<file path="config.mk">
export PLATFORM = sky130hd
export DESIGN_NAME = burst_coalescer
export DESIGN_NICKNAME = d
export VERILOG_FILES = /design/src/rtl/burst_coalescer.sv
export SDC_FILE = /design/constraint.sdc
export NUM_CORES = 1
export LEC_CHECK = 0
export ABC_AREA = 1
export BUFFER_PORTS_ARGS = -buffer_cell sky130_fd_sc_hd__buf_2
export CELL_PAD_IN_SITES_DETAIL_PLACEMENT = 0
export CELL_PAD_IN_SITES_GLOBAL_PLACEMENT = 2
export CORE_MARGIN = 4
export CORE_UTILIZATION = 28
export DETAILED_ROUTE_END_ITERATION = 10
export GPL_TIMING_DRIVEN = 1
export PLACE_DENSITY = 0.75
export SLEW_MARGIN = 20
export SYNTH_ARGS = -nofsm -noshare
export SYNTH_HDL_FRONTEND = slang
export SYNTH_SLANG_ARGS = --single-unit
</file>
<file path="constraint.sdc">
create_clock -name clk -period 2.95 [get_ports clk]
set_clock_uncertainty 0.05 [all_clocks]
set_input_delay 0.1475 -clock clk [delete_from_list [all_inputs] [get_ports clk]]
set_output_delay 0.1475 -clock clk [all_outputs]
set_load 0.02 [all_outputs]
</file>
<file path="src/rtl/burst_coalescer.sv">
// ---------------------------------------------------------------------------
// burst_coalescer
//
// Merges a stream of word-aligned addresses into AXI-style bursts and emits
// packed {burst_len, base_addr} records through a registered output slot.
// burst_len is encoded as beats-1. A burst never crosses a 2^BoundaryLog byte
// boundary, never exceeds max_burst_len, and is flushed after max_wait_time
// idle input cycles. Contiguous addresses keep merging while the output slot
// is full; only a burst-terminating address has to wait for a free slot.
//
// Optional feature macro: BURST_COALESCER_STATS_EN
//   defined   -> stat_bursts / stat_beats counters and ports exist
//   undefined -> no statistics ports or counters
//
// Ports:
//   clk            in   sole clock, rising edge
//   rst            in   synchronous active-high reset
//   max_wait_time  in   idle cycles tolerated before a partial burst flushes
//   max_burst_len  in   cap on burst_len (0 disables merging)
//   addr_dout      in   input address
//   addr_empty_n   in   input address valid
//   addr_read      out  pop the input address
//   burst_din      out  {burst_len, base_addr} record
//   burst_full_n   in   downstream has room
//   burst_write    out  push the record downstream
//   stat_bursts    out  bursts written (stats build only)
//   stat_beats     out  beats written (stats build only)
// ---------------------------------------------------------------------------
module burst_coalescer #(
   parameter int AddrWidth         = 64,
   parameter int DataWidthBytesLog = 6,
   parameter int WaitTimeWidth     = 4,
   parameter int BurstLenWidth     = 8,
   parameter int BoundaryLog       = 12
) (
   input  logic                               clk,
   input  logic                               rst,
   input  logic [WaitTimeWidth-1:0]           max_wait_time,
   input  logic [BurstLenWidth-1:0]           max_burst_len,
   input  logic [AddrWidth-1:0]               addr_dout,
   input  logic                               addr_empty_n,
   output logic                               addr_read,
   output logic [BurstLenWidth+AddrWidth-1:0] burst_din,
   input  logic                               burst_full_n,
   output logic                               burst_write
`ifdef BURST_COALESCER_STATS_EN
   ,
   output logic [31:0]                        stat_bursts,
   output logic [31:0]                        stat_beats
`endif
);

   localparam int RecWidth = BurstLenWidth + AddrWidth;

   // Coalescing state
   logic [AddrWidth-1:0]     base_addr_r;
   logic                     base_valid_r;
   logic [BurstLenWidth-1:0] burst_len_r;
   logic [WaitTimeWidth-1:0] wait_time_r;

   // Output slot
   logic                     out_valid_r;
   logic [RecWidth-1:0]      out_data_r;

   // Next-state values
   logic [AddrWidth-1:0]     base_addr_s;
   logic                     base_valid_s;
   logic [BurstLenWidth-1:0] burst_len_s;
   logic [WaitTimeWidth-1:0] wait_time_s;
   logic                     out_valid_s;
   logic [RecWidth-1:0]      out_data_s;

   // Decision helpers
   logic [AddrWidth-1:0]     beats_s;
   logic [AddrWidth-1:0]     next_addr_s;
   logic                     same_region_s;
   logic                     extend_s;
   logic                     out_free_s;
   logic                     write_s;
   logic                     read_s;
   logic                     emit_s;

   // Address that would continue the current burst, plus the merge test.
   // The region compare also rejects an all-ones to zero wrap, since the
   // upper bits necessarily differ across such a wrap.
   always_comb begin
      beats_s       = {{(AddrWidth-BurstLenWidth){1'b0}}, burst_len_r}
                      + {{(AddrWidth-1){1'b0}}, 1'b1};
      next_addr_s   = base_addr_r + (beats_s << DataWidthBytesLog);
      same_region_s = (addr_dout[AddrWidth-1:BoundaryLog]
                       == base_addr_r[AddrWidth-1:BoundaryLog]);
      extend_s      = (addr_dout == next_addr_s)
                      && (burst_len_r < max_burst_len)
                      && same_region_s;
   end

   // Output slot handshake; nothing moves while reset is asserted.
   always_comb begin
      write_s    = out_valid_r & burst_full_n & ~rst;
      out_free_s = ~out_valid_r | burst_full_n;
   end

   // Coalescing decision: start, extend, terminate-and-restart, stall, or
   // idle-timeout flush. Defaults hold all state.
   always_comb begin
      read_s       = 1'b0;
      emit_s       = 1'b0;
      base_addr_s  = base_addr_r;
      base_valid_s = base_valid_r;
      burst_len_s  = burst_len_r;
      wait_time_s  = wait_time_r;
      if (addr_empty_n) begin
         if (!base_valid_r) begin
            read_s       = 1'b1;
            base_addr_s  = addr_dout;
            base_valid_s = 1'b1;
            burst_len_s  = {BurstLenWidth{1'b0}};
            wait_time_s  = {WaitTimeWidth{1'b0}};
         end else if (extend_s) begin
            // Merging needs no output slot, so it proceeds under back-pressure.
            read_s      = 1'b1;
            burst_len_s = burst_len_r + {{(BurstLenWidth-1){1'b0}}, 1'b1};
            wait_time_s = {WaitTimeWidth{1'b0}};
         end else if (out_free_s) begin
            read_s      = 1'b1;
            emit_s      = 1'b1;
            base_addr_s = addr_dout;
            burst_len_s = {BurstLenWidth{1'b0}};
            wait_time_s = {WaitTimeWidth{1'b0}};
         end else begin
            read_s = 1'b0;
         end
      end else if (base_valid_r) begin
         if (wait_time_r < max_wait_time) begin
            wait_time_s = wait_time_r + {{(WaitTimeWidth-1){1'b0}}, 1'b1};
         end else if (out_free_s) begin
            emit_s       = 1'b1;
            base_valid_s = 1'b0;
            burst_len_s  = {BurstLenWidth{1'b0}};
            wait_time_s  = {WaitTimeWidth{1'b0}};
         end else begin
            emit_s = 1'b0;
         end
      end else begin
         read_s = 1'b0;
      end
   end

   // Output slot next state: an emit refills the slot even when the current
   // record is being written in the same cycle.
   always_comb begin
      out_valid_s = out_valid_r;
      out_data_s  = out_data_r;
      if (emit_s) begin
         out_valid_s = 1'b1;
         out_data_s  = {burst_len_r, base_addr_r};
      end else if (write_s) begin
         out_valid_s = 1'b0;
      end else begin
         out_valid_s = out_valid_r;
      end
   end

   // State registers with synchronous reset.
   always_ff @(posedge clk) begin
      if (rst) begin
         base_addr_r  <= {AddrWidth{1'b0}};
         base_valid_r <= 1'b0;
         burst_len_r  <= {BurstLenWidth{1'b0}};
         wait_time_r  <= {WaitTimeWidth{1'b0}};
         out_valid_r  <= 1'b0;
         out_data_r   <= {RecWidth{1'b0}};
      end else begin
         base_addr_r  <= base_addr_s;
         base_valid_r <= base_valid_s;
         burst_len_r  <= burst_len_s;
         wait_time_r  <= wait_time_s;
         out_valid_r  <= out_valid_s;
         out_data_r   <= out_data_s;
      end
   end

   assign addr_read   = read_s & ~rst;
   assign burst_write = write_s;
   assign burst_din   = out_data_r;

`ifdef BURST_COALESCER_STATS_EN
   logic [31:0] stat_bursts_r;
   logic [31:0] stat_beats_r;

   // Statistics counters, wrapping at 2^32.
   always_ff @(posedge clk) begin
      if (rst) begin
         stat_bursts_r <= 32'd0;
         stat_beats_r  <= 32'd0;
      end else if (write_s) begin
         stat_bursts_r <= stat_bursts_r + 32'd1;
         stat_beats_r  <= stat_beats_r
                          + {{(32-BurstLenWidth){1'b0}},
                             out_data_r[RecWidth-1 -: BurstLenWidth]}
                          + 32'd1;
      end else begin
         stat_bursts_r <= stat_bursts_r;
         stat_beats_r  <= stat_beats_r;
      end
   end

   assign stat_bursts = stat_bursts_r;
   assign stat_beats  = stat_beats_r;
`else
   // No statistics state in this build.
`endif

endmodule

</file>
# Word level (Yosys, flattened, before mapping)
# Cells that the tools add are included.
totals:
  regBits: 150
  elab_cells: 59
  inputBits: 80
op_classes:
  addsub: 4
  n_eq_ne: 5
  mux: 30
  n_lt_le_gt_ge: 2
  reduce_logical: 6
  n_bitwise: 6
op_table:
  columns: ["operator", "n"]
  rows:
  - ["64-bit 2-to-1 mux", 3]
  - ["64-bit by 15-bit adder with 64-bit output", 1]
  - ["64-bit equality test", 1]
  - ["52-bit equality test", 1]
  - ["8-bit 2-to-1 mux", 6]
  - ["4-bit 2-to-1 mux", 6]
  - ["1-bit 2-to-1 mux", 15]
  - ["8-bit by 1-bit adder with 9-bit output, second input constant", 1]
  - ["8-bit by 1-bit adder with 8-bit output, second input constant", 1]
  - ["8-bit < comparator", 1]
  - ["4-bit by 1-bit adder with 4-bit output, second input constant", 1]
  - ["4-bit < comparator", 1]
  - ["2-bit inequality test, second input constant", 2]
  - ["2-bit nonzero test", 2]
  - ["1-bit bitwise AND", 3]
  - ["3-bit AND reduction", 1]
  - ["1-bit logical AND", 2]
  - ["2-bit by 1-bit inequality test with 1-bit output, second input constant", 1]
  - ["1-bit inverter", 2]
  - ["2-bit AND reduction", 1]
  - ["1-bit OR", 1]

# Depth between registers and ports, before layout
# Gate-level depths: netlist of the first run.
depth:
  depth_word: 9
  mapped_depth: 28
  ltp_nobuf: 26

# Worst setup path before layout of the first run
# Ideal clock, no wire load.
synth_timing:
  kind: "reg-to-output"
  startpoint: "register burst_len_r[0]"
  endpoint: "output addr_read"
  t_required_ns: 2.753
  setup_slack_ns: -0.656
  arrival_ns: 3.408
  stages_incl_launch_ff: 25
  cell_sequence: "dfxtp_1 -> inv_1 -> nor3_1 -> inv_1 -> nor2_1 -> nand4_1 -> xor2_1 -> inv_1 -> ha_1 -> nand2_2 -> nor2_1 -> nand3_1 -> nand2_2 -> nand2_2 -> nand3_1 -> nand2_1 -> nor2_1 -> nand2_1 -> nor2_2 -> nand2_1 -> nor2_2 -> buf_6 -> nand2_1 -> buf_2 -> a211oi_1"
synth_between:
  elab_chain_cells: 9
  word_cells_on_any_way: 10
  cone_classes: "add/sub (2); order compare (1); eq/ne (1); mux (3); bitwise (1); reduce/logical (2)"
synth_rtl:
  columns: ["element", "line_no", "text"]
  rows:
  - ["from (decl)", "58", "logic [BurstLenWidth-1:0] burst_len_r;"]
  - ["from (signal assigned)", "169", "burst_len_r <= {BurstLenWidth{1'b0}};"]
  - ["from (signal assigned)", "176", "burst_len_r <= burst_len_s;"]
  - ["8-bit by 1-bit adder with 9-bit output", "88", "+ {{(AddrWidth-1){1'b0}}, 1'b1};"]
  - ["64-bit by 15-bit adder with 64-bit output", "89", "next_addr_s = base_addr_r + (beats_s << DataWidthBytesLog);"]
  - ["64-bit equality test", "92", "extend_s = (addr_dout == next_addr_s)"]
  - ["1-bit logical AND *", "93", "&& (burst_len_r < max_burst_len)"]
  - ["1-bit logical AND *", "94", "&& same_region_s;"]
  - ["1-bit 2-to-1 mux *", "119", "end else if (extend_s) begin"]
  - ["1-bit 2-to-1 mux *", "113", "if (!base_valid_r) begin"]
  - ["1-bit 2-to-1 mux *", "112", "if (addr_empty_n) begin"]
  - ["1-bit bitwise AND *", "183", "assign addr_read = read_s & ~rst;"]
  - ["to (decl)", "42", "output logic addr_read,"]
# Every way passes the cells marked *; elsewhere a longest branch is shown, timed or not.

# Worst setup path in the final report of the first run
# Ends and elaborated chain as after synthesis.

==> flow_metrics.tcl, run 1 <==
set metrics [dict create \
    status "finished, violations left" \
    violations "setup timing" \
    die-area_um2 37200 \
    cts_buffers 17 \
    hold_ws_ns 0.0118 \
    path_max_fanout 4 \
    synth_cells 1488 \
    p_comb_frac 0.272 \
    ios 154 \
    clk_path_buf_depth 2 \
    max_stage_delay_ns 0.35 \
    place_ws_ns -0.638 \
    routed_wl_um 37000 \
    multi_input_area_um2 5980 \
    power_frac_clock 0.356 \
    worst-path-buf-inv 7 \
    worstReg2RegStart "burst_len_r[0]" \
    worst_ep_required_time_ns 2.75 \
    drtPass1Iterations 6 \
    clk-insertion-delay-late_ns 0.44 \
    vias 10000 \
    design_area_um2 13900 \
    hold_viol 0 \
    io_buffers 153 \
    cp_slowest_cell "dfxtp_2" \
    grt_usage 0.186 \
    ff_latch_area_um2 3010 \
    synth_area_um2 9580 \
    synth_area_leader_cell "dfxtp_1" \
    synth.area.top_cells "dfxtp_1 (31%), nor2_1 (14%), nand2_1 (11%)" \
    fin_cells 2223 \
    period_minus_slack_ns 3.90 \
    row_count 67 \
    die_h_um 193 \
    whs_endpoint "base_addr_r[20]" \
    powerDensity_nw_per_um2 457 \
    worst-setup-path-type "flip-flop to primary output" \
    clkTransAtPathRegs_ns 0.07 \
    vdd_drop_max_v 0.000402 \
    drt_iter0_drc 520 \
    nFillCells 3589 \
    cts_tree "done" \
    diodes 0 \
    ys_types 40 \
    hold_start "addr_dout[20]" \
    worstHoldPathType "primary input to flip-flop" \
    fmax_mhz 256 \
    vias_per_cell 4.52 \
    p_int_uw 4220 \
    worstMarginPinSlew_ns 0.631 \
    swShare 0.337 \
    max_slew_margin 0.576 \
    route.detailed.drc 0 \
    leakage_uw 0.00685 \
    syn_area_per_cell_um2 6.44 \
    grt_max_degree 100 \
    ctsRootBufferMaster "clkbuf_16" \
    synth_top_area_frac 0.313 \
    wl_per_cell_um 16.7 \
    maxCapViolCount 0 \
    area_growth_pct 45.2 \
    clock_sinks 150 \
    setup.worst_path.start_class "flip-flop" \
    hpwl_um 25000 \
    rsz0062_at_grt "yes" \
    synth_nets 1590 \
    tns_ns -119.08 \
    cp_top_family "simple AND/OR/NAND/NOR gates" \
    finalCritPeriodShare 1.32 \
    seqPwrFrac 0.372 \
    core_um2 33600 \
    slew_viol_final 0 \
    arrival_ns 3.70 \
    crit_path_frequent_cell "nand2_1" \
    place_congestion 0.840 \
    initial_core_util 0.285 \
    ant_nets 0 \
    reg2reg_slack_ns -0.91 \
    setup_ws_ns -0.949 \
    regToRegEndpoint "base_addr_r[29]" \
    synth_warnings 0 \
    cts-htree-levels 4 \
    setup_viol 150 \
    postPlaceCellArea_um2 11400 \
    final_layout_size_suffix_gt1_frac 0.323 \
    dieWidth_um 193 \
    first_global_vias 9711 \
    gr-total-overflow 0 \
    grt_pass1_wl_um 54100 \
    seq_area_frac_synth 0.313 \
    power_switching_uw 2150 \
    r2r_cells 28 \
    min_path_cells 5 \
    antenna_found_initial 1 \
    cp-end-kind "primary output" \
    synth_seq_cells 150 \
    nNetsFinal 1864 \
    dpl.cell_count 2116 \
]
==> sequential cells by signal (all words and copies together) (netlist names) <==
signal,cells
out_valid_r,1
wait_time_r,4
burst_din,72
burst_len_r,8
base_addr_r,64
base_valid_r,1
==> power by group through the flow <==
stage	clock [uW]	sequential [uW]	combinational, uW
3_5_place_dp	0	2390	1430
2_1_floorplan	0	2470	801
3_3_place_gp	0	2390	1420
6_report	2270	2370	1730
5_1_grt	2400	2390	1920
4_1_cts	2330	2360	1590
==> through the flow <==
stage	util	power (uW)
after floorplan	-	3270
after global placement	0.341	3810
after detailed placement	0.341	3820
after CTS	0.391	6280
after global routing	0.414	6710
final	0.414	6370
==> worst min-delay path: cells and delay by family <==
| kind | cells | cell delay, ns |
|---|---|---|
| and+or+nand+nor | 3 | 0.17 |
| buffers and inverters | 2 | 0.16 |
==> cell families (layout without fill, tap and decap cells) <==
| group | count (synthesis) | after routing | synth area share |
|---|---|---|---|
| simple gates | 894 | 894 | 0.424 |
| buf+inv | 287 | 574 | 0.134 |
| flops | 150 | 150 | 0.313 |
| compound gates | 69 | 69 | 0.0394 |
| xor+xnor | 66 | 66 | 0.0603 |
| fa+ha+maj | 22 | 22 | 0.0295 |
==> synth_stat cells <==
| master | instances |
|---|---|
| o21ai_0 | 25 |
| nor2_1 | 357 |
| nor3_1 | 9 |
| a211oi_1 | 1 |
| o211ai_1 | 2 |
| nand4_1 | 26 |
| inv_1 | 218 |
| a21oi_1 | 32 |
| o21ai_1 | 1 |
| o21bai_1 | 3 |
| nand3_1 | 128 |
| nand2_2 | 6 |
| or2_2 | 3 |
| inv_2 | 5 |
| a41oi_1 | 2 |
| a21boi_0 | 1 |
| ha_1 | 21 |
| buf_12 | 6 |
| nand3_4 | 1 |
| nand2b_1 | 1 |
| a21oi_2 | 1 |
| buf_6 | 5 |
| a31o_2 | 1 |
| nand3_2 | 62 |
| dfxtp_1 | 150 |
| or2_1 | 2 |
| buf_2 | 15 |
| nor2_2 | 5 |
| fa_1 | 1 |
| nand2_1 | 288 |
| buf_4 | 10 |
| clkbuf_1 | 20 |
| buf_1 | 7 |
| nor2_4 | 1 |
| and2_1 | 1 |
| nor3b_1 | 1 |
| buf_8 | 1 |
| xnor2_1 | 10 |
| xor2_1 | 56 |
| nand3b_1 | 3 |
==> area by class of cell <==
| cell class | instances | share of cell area |
|---|---|---|
| timing repair buffer | 317 | 0.208 |
| inverter | 223 | 0.0624 |
| clock inverter | 12 | 0.0102 |
| sequential | 150 | 0.216 |
| tap | 448 | 0.0403 |
| clock buffer | 20 | 0.0321 |
| multi-input combinational | 1051 | 0.429 |
| timing repair inverter | 2 | 0.00144 |
==> metal layers <==
layer | share of wire | routed length (um) | GRT usage | up-vias
li1 | - | - | - | 5138
met1 | 0.49 | 18200 | 0.266 | 4673
met2 | 0.45 | 16800 | 0.297 | 202
met3 | 0.038 | 1420 | 0.0247 | 29
met4 | 0.015 | 569 | 0.0479 | 2
met5 | 0.00019 | 7 | 0 | -
==> timing repair <==
item                                    4_1_cts  5_1_grt
gates cloned                                 13       17
gates resized for setup                     103      117
pin swaps                                    42       75
endpoints found under the setup margin      150      150
hold endpoints to repair                     20        0
hold buffers                                 20        0
setup buffers                                21        8
==> how the worst max path moves through the flow <==
stage | start | to | slack (ns) | depth (start not counted)
final | burst_len_r[0] | addr_read | -0.95 | 25
after global routing | burst_len_r[2] | addr_read | -1.20 | 25
after CTS | burst_len_r[0] | addr_read | -0.85 | 23
after global placement | burst_len_r[0] | addr_read | -0.67 | 21
after detailed placement | burst_len_r[1] | base_addr_r[43] | -0.64 | 23
after floorplan | burst_len_r[0] | addr_read | -0.20 | 24
==> cells in the final DEF, fill, tap and decap left out, types with 26 or more instances in the layout <==
master,netlist,routed
xor2_1,56,55
inv_1,218,210
nor2_2,5,80
nand2_1,288,267
buf_2,15,152
buf_12,6,26
nand3_2,62,83
nand3_1,128,104
nor2_1,357,272
clkbuf_16,0,27
nand4_1,26,26
buf_4,10,78
dfxtp_1,150,147
(Power assumes the default switching activity.)
==> inputs of run 2 (changes only) <==
--- a/config.mk
+++ b/config.mk
@@ -6,14 +6,14 @@
 export NUM_CORES = 1
 export LEC_CHECK = 0
 export ABC_AREA = 1
-export BUFFER_PORTS_ARGS = -buffer_cell sky130_fd_sc_hd__buf_2
 export CELL_PAD_IN_SITES_DETAIL_PLACEMENT = 0
 export CELL_PAD_IN_SITES_GLOBAL_PLACEMENT = 2
 export CORE_MARGIN = 4
-export CORE_UTILIZATION = 28
+export CORE_UTILIZATION = 31
 export DETAILED_ROUTE_END_ITERATION = 10
+export DONT_BUFFER_PORTS = 1
 export GPL_TIMING_DRIVEN = 1
-export PLACE_DENSITY = 0.75
+export PLACE_DENSITY_LB_ADDON = 0.15
 export SLEW_MARGIN = 20
 export SYNTH_ARGS = -nofsm -noshare
 export SYNTH_HDL_FRONTEND = slang
==> flow_metrics.tcl, run 2 (synthesis results as in run 1) <==
set metrics [dict create \
    status "finished, violations left" \
    violations "setup timing" \
    reg2reg_slack_ns -0.84 \
    cts-htree-levels 4 \
    fmax_mhz 256 \
    area_growth_pct 39.0 \
    cts_tree "done" \
    diodes 0 \
    r2r_cells 28 \
    ctsRootBufferMaster "clkbuf_16" \
    hold_viol 0 \
    min_path_cells 4 \
    die_h_um 184 \
    wl_per_cell_um 18.1 \
    setup_viol 150 \
    setup_ws_ns -0.957 \
    final_layout_size_suffix_gt1_frac 0.236 \
    nNetsFinal 1749 \
    core_um2 30500 \
    hpwl_um 23700 \
    ios 154 \
    clk_path_buf_depth 2 \
    largest_reg_flops 72 \
    layout_commonest_cell "nor2_1" \
    rsz0062_at_grt "yes" \
    first_global_vias 9398 \
    maxCapViolCount 0 \
    fin_cells 2055 \
    max_stage_delay_ns 0.36 \
    clk-insertion-delay-late_ns 0.45 \
    ff_latch_area_um2 3010 \
    ant_nets 0 \
    drt_iter0_drc 522 \
    vias_per_cell 4.68 \
    antenna_found_initial 0 \
    cp_slowest_cell "dfxtp_2" \
    grt_pass1_wl_um 54300 \
    arrival_ns 3.71 \
    vdd_drop_max_v 0.000394 \
    initial_core_util 0.314 \
    hold_start "addr_empty_n" \
    route.detailed.drc 0 \
    powerDensity_nw_per_um2 469 \
    clkTransAtPathRegs_ns 0.06 \
    leakage_uw 0.00624 \
    worstReg2RegStart "burst_len_r[0]" \
    period_minus_slack_ns 3.91 \
    vias 9610 \
    io_buffers 0 \
    grt_max_degree 101 \
    grt_usage 0.206 \
    dieWidth_um 184 \
    place_congestion 0.854 \
    worstHoldPathType "primary input to flip-flop" \
    layout_common_cells "nor2_1 (296), nand2_1 (262), inv_1 (208)" \
    path_max_fanout 4 \
    die-area_um2 33800 \
    gr-total-overflow 0 \
    path_cells "inv_2 > nor3_4 > inv_2 > nor2_4 > nand4_1 > xor2_2 > inv_2 > ha_4 > nand2_4 > inv_4 > a21oi_4 > nand2_4 > nand2_2 > nand2_4 > nand2_2 > nand2_1 > a21oi_2 > nand3_2 > nor2_4 > buf_6 > buf_6 > nand2_8 > a211oi_4" \
    routed_wl_um 37200 \
    cp-startpoint "burst_len_r[0]" \
    worst-setup-path-type "flip-flop to primary output" \
    setup.worst_path.start_class "flip-flop" \
    total_power_uw 6250 \
    worstMarginPinSlew_ns 0.870 \
    finalCritPeriodShare 1.32 \
    nFillCells 3230 \
    cp-end-kind "primary output" \
    whs_endpoint "burst_len_r[2]" \
    row_count 64 \
    clock_sinks 150 \
    multi_input_area_um2 5930 \
    worst_ep_required_time_ns 2.75 \
    slew_viol_final 0 \
    dpl.cell_count 1910 \
    max_slew_margin 0.420 \
    drtPass1Iterations 5 \
    cts_buffers 17 \
    regToRegEndpoint "base_addr_r[18]" \
]
## run 2: worst max-delay path by stage
stage	to	cells past startpoint
after global placement	addr_read	22
after CTS	addr_read	23
after global routing	addr_read	24
final	addr_read	23
after detailed placement	base_addr_r[44]	26
after floorplan	addr_read	24
## run 2: area by class of cell
cell class	instances	share of cell area
Tap cell	396	0.0372
Clock buffer	20	0.0335
Multi-Input combinational cell	1051	0.445
Sequential cell	150	0.226
Timing Repair inverter	1	0.00122
Timing Repair Buffer	203	0.181
Clock inverter	11	0.0113
Inverter	223	0.0648
## run 2: where the power goes
group | internal (uW) | switching, uW | leakage [uW] | total [uW]
clock network | 1350 | 974 | 0.000287 | 2330
registers | 2200 | 289 | 0.00124 | 2490
logic | 637 | 796 | 0.00471 | 1430
total | 4190 | 2060 | 0.00624 | 6250
## run 2: metrics by stage
step                cell area [um2]  hold slack, ns   util  setup TNS [ns]  setup WS [ns]
floorplan                      9720           0.167      -          -16.33         -0.201
global placement              10600           0.172  0.347          -96.24         -0.710
detailed placement            10600           0.173  0.347          -95.77         -0.707
CTS                           12700          0.0207  0.416          -84.48         -0.944
global route                  13300           0.110  0.437         -138.57          -1.19
finish                        13300          0.0488  0.437          -97.53         -0.957
## run 2: routing by layer
metal | global-route usage | share of wire | up-vias
met5 | 0 | 0 | -
met4 | 0.0491 | 0.014 | 0
met3 | 0.0390 | 0.047 | 30
met2 | 0.320 | 0.45 | 203
met1 | 0.295 | 0.49 | 4466
li1 | - | - | 4911
## run 2: critical path: cells and delay by family, from the launching register on
family,cells,cell delay (ns)
AND/OR/NAND/NOR,12,1.26
AO/OA/AOI/OAI,3,0.71
buffers and inverters,6,0.47
flip-flops,1,0.36
adder cells (fa/ha/maj),1,0.27
XOR/XNOR,1,0.21
## run 2: what timing repair did
action                     in CTS  in global routing
setup endpoints to repair     150                150
setup buffers                  11                 12
hold endpoints to repair       79                  0
gates resized for setup        91                111
cloned                         15                 13
pin swaps                     107                 80
hold buffers                   67                  0
==> inputs of run 3 (changes only) <==
--- a/config.mk
+++ b/config.mk
@@ -13,7 +13,7 @@
 export DETAILED_ROUTE_END_ITERATION = 10
 export DONT_BUFFER_PORTS = 1
 export GPL_TIMING_DRIVEN = 1
-export PLACE_DENSITY_LB_ADDON = 0.15
+export PLACE_DENSITY = 0.78
 export SLEW_MARGIN = 20
 export SYNTH_ARGS = -nofsm -noshare
 export SYNTH_HDL_FRONTEND = slang
==> flow_metrics.tcl, run 3 (synthesis results as in run 1) <==
set metrics [dict create \
    place_congestion 0.880 \
    ios 154 \
    cp-end-kind "primary output" \
    row_count 64 \
    area_growth_pct 36.9 \
    hpwl_um 23500 \
    nFillCells 3279 \
    vias 9488 \
    max_stage_delay_ns 0.36 \
    clkTransAtPathRegs_ns 0.07 \
    diodes 0 \
    io_buffers 0 \
    worst-setup-path-type "flip-flop to primary output" \
    wl_per_cell_um 16.8 \
    fin_cells 2043 \
    postPlaceCellArea_um2 10600 \
    arrival_ns 3.64 \
    rsz0062_at_grt "yes" \
    leakage_uw 0.00609 \
    drtPass1Iterations 5 \
    violations "setup timing" \
    cts_buffers 17 \
    path_cells "inv_2 > nor3_2 > inv_1 > nor2_4 > nand4_1 > xor2_1 > inv_1 > ha_4 > nand2_2 > nand2_2 > buf_6 > a21oi_4 > nand2_4 > nand2_2 > nand2_2 > nand2_1 > nand2_1 > a21oi_2 > nand3_2 > nor2_4 > buf_4 > buf_6 > nand2_4 > a211oi_4" \
    grt_max_degree 90 \
    antenna_found_initial 0 \
    cp_top_family "simple AND/OR/NAND/NOR gates" \
    design_area_um2 13100 \
    route.detailed.drc 0 \
    setup_viol 150 \
    worstHoldPathType "primary input to flip-flop" \
    die-area_um2 33800 \
    period_minus_slack_ns 3.84 \
    first_global_vias 9294 \
    nNetsFinal 1736 \
    multi_input_area_um2 6110 \
    worstMarginPinSlew_ns 0.585 \
    routed_wl_um 34400 \
    largest_reg_flops 72 \
    core_um2 30500 \
    grt_usage 0.200 \
    maxCapViolCount 0 \
    grt_pass1_wl_um 53300 \
    setup.worst_path.start_class "flip-flop" \
    cts_tree "done" \
    ff_latch_area_um2 3010 \
    ant_nets 0 \
    hold_ws_ns 0.111 \
    max_slew_margin 0.609 \
    initial_core_util 0.314 \
    clock_sinks 150 \
    final_layout_size_suffix_gt1_frac 0.234 \
    vdd_drop_max_v 0.000416 \
    cts-htree-levels 4 \
    slew_viol_final 0 \
    hold_viol 0 \
    dieWidth_um 184 \
    status "finished, violations left" \
    clk_path_buf_depth 2 \
    finalCritPeriodShare 1.30 \
    vias_per_cell 4.64 \
    setup_ws_ns -0.889 \
    gr-total-overflow 0 \
    path_max_fanout 4 \
    drt_iter0_drc 482 \
    layout_common_cells "nor2_1 (291), nand2_1 (260), inv_1 (211)" \
    crit_path_frequent_cell "nand2_2" \
    powerDensity_nw_per_um2 473 \
    dpl.cell_count 1913 \
    layout_commonest_cell "nor2_1" \
    clk-insertion-delay-late_ns 0.45 \
    ctsRootBufferMaster "clkbuf_16" \
    worst-path-buf-inv 6 \
    worst_ep_required_time_ns 2.75 \
    die_h_um 184 \
    cp_slowest_cell "a211oi_4" \
    fmax_mhz 260 \
]
[run 3: cell count changes in the layout (fill, tap and decap cells not counted), moves of 4 or more]
cell	previous run	this run
buf_16	13	8
nand3_2	82	76
inv_6	2	6
nor2_4	17	49
buf_4	78	82
a21oi_1	27	21
nor2_2	50	23
a21oi_2	5	11
nor2_1	296	291
clkbuf_16	24	17
[run 3: layout make-up]
cell class	count	share of cell area
Clock buffer	18	0.0335
Clock inverter	14	0.0122
Inverter	223	0.0652
Multi-Input combinational cell	1051	0.465
Sequential cell	150	0.229
Tap cell	396	0.0378
Timing Repair Buffer	190	0.156
Timing Repair inverter	1	0.000858
[run 3: per-layer routing]
layer,global-route usage,vias up,share of wire
li1,-,4892,-
met1,0.286,4415,0.50
met2,0.315,160,0.45
met3,0.0396,21,0.042
met4,0.0376,0,0.0090
met5,0,-,0
[run 3: per-stage QoR]
step / setup slack, ns / setup TNS, ns / utilization / power (uW)
CTS: -0.933 / -88.51 / 0.415 / 6210
floorplan: -0.201 / -16.33 / - / 3270
finish: -0.889 / -90.27 / 0.430 / 6210
detailed placement: -0.579 / -79.95 / 0.346 / 3660
global route: -1.19 / -135.38 / 0.430 / 6530
global placement: -0.571 / -77.10 / 0.346 / 3650
[run 3: power by group]
group	total (uW)	internal, uW	leakage [uW]	switching (uW)
sequential	2500	2200	0.00124	298
clock	2330	1290	0.000287	1040
combinational	1390	613	0.00457	774
total	6210	4100	0.00609	2110
[run 3: worst min-delay path: cells and delay by family]
family / cells / cell delay, ns
buffers and inverters: 1 / 0.19
and+or+nand+nor: 2 / 0.17
AOI/OAI and AO/OA: 1 / 0.05
[run 3: path summary, 6_finish.rpt]
| kind | startpoint | to | slack, ns | cells past startpoint |
|---|---|---|---|---|
| min | addr_empty_n | burst_len_r[2] | 0.11 | 4 |
| max reg2reg | burst_len_r[1] | base_addr_r[6] | -0.73 | 29 |
| min reg2reg | base_addr_r[1] | base_addr_r[1] | 0.47 | 2 |
| max | burst_len_r[1] | addr_read | -0.89 | 24 |
[run 3: what timing repair did]
action / 4_1_cts / 5_1_grt
endpoints found under the hold margin: 86 / 0
buffers inserted: 18 / 7
endpoints found under the setup margin: 150 / 150
hold buffers: 67 / 0
pin swaps: 52 / 36
resized for setup: 110 / 126
cloned: 12 / 0
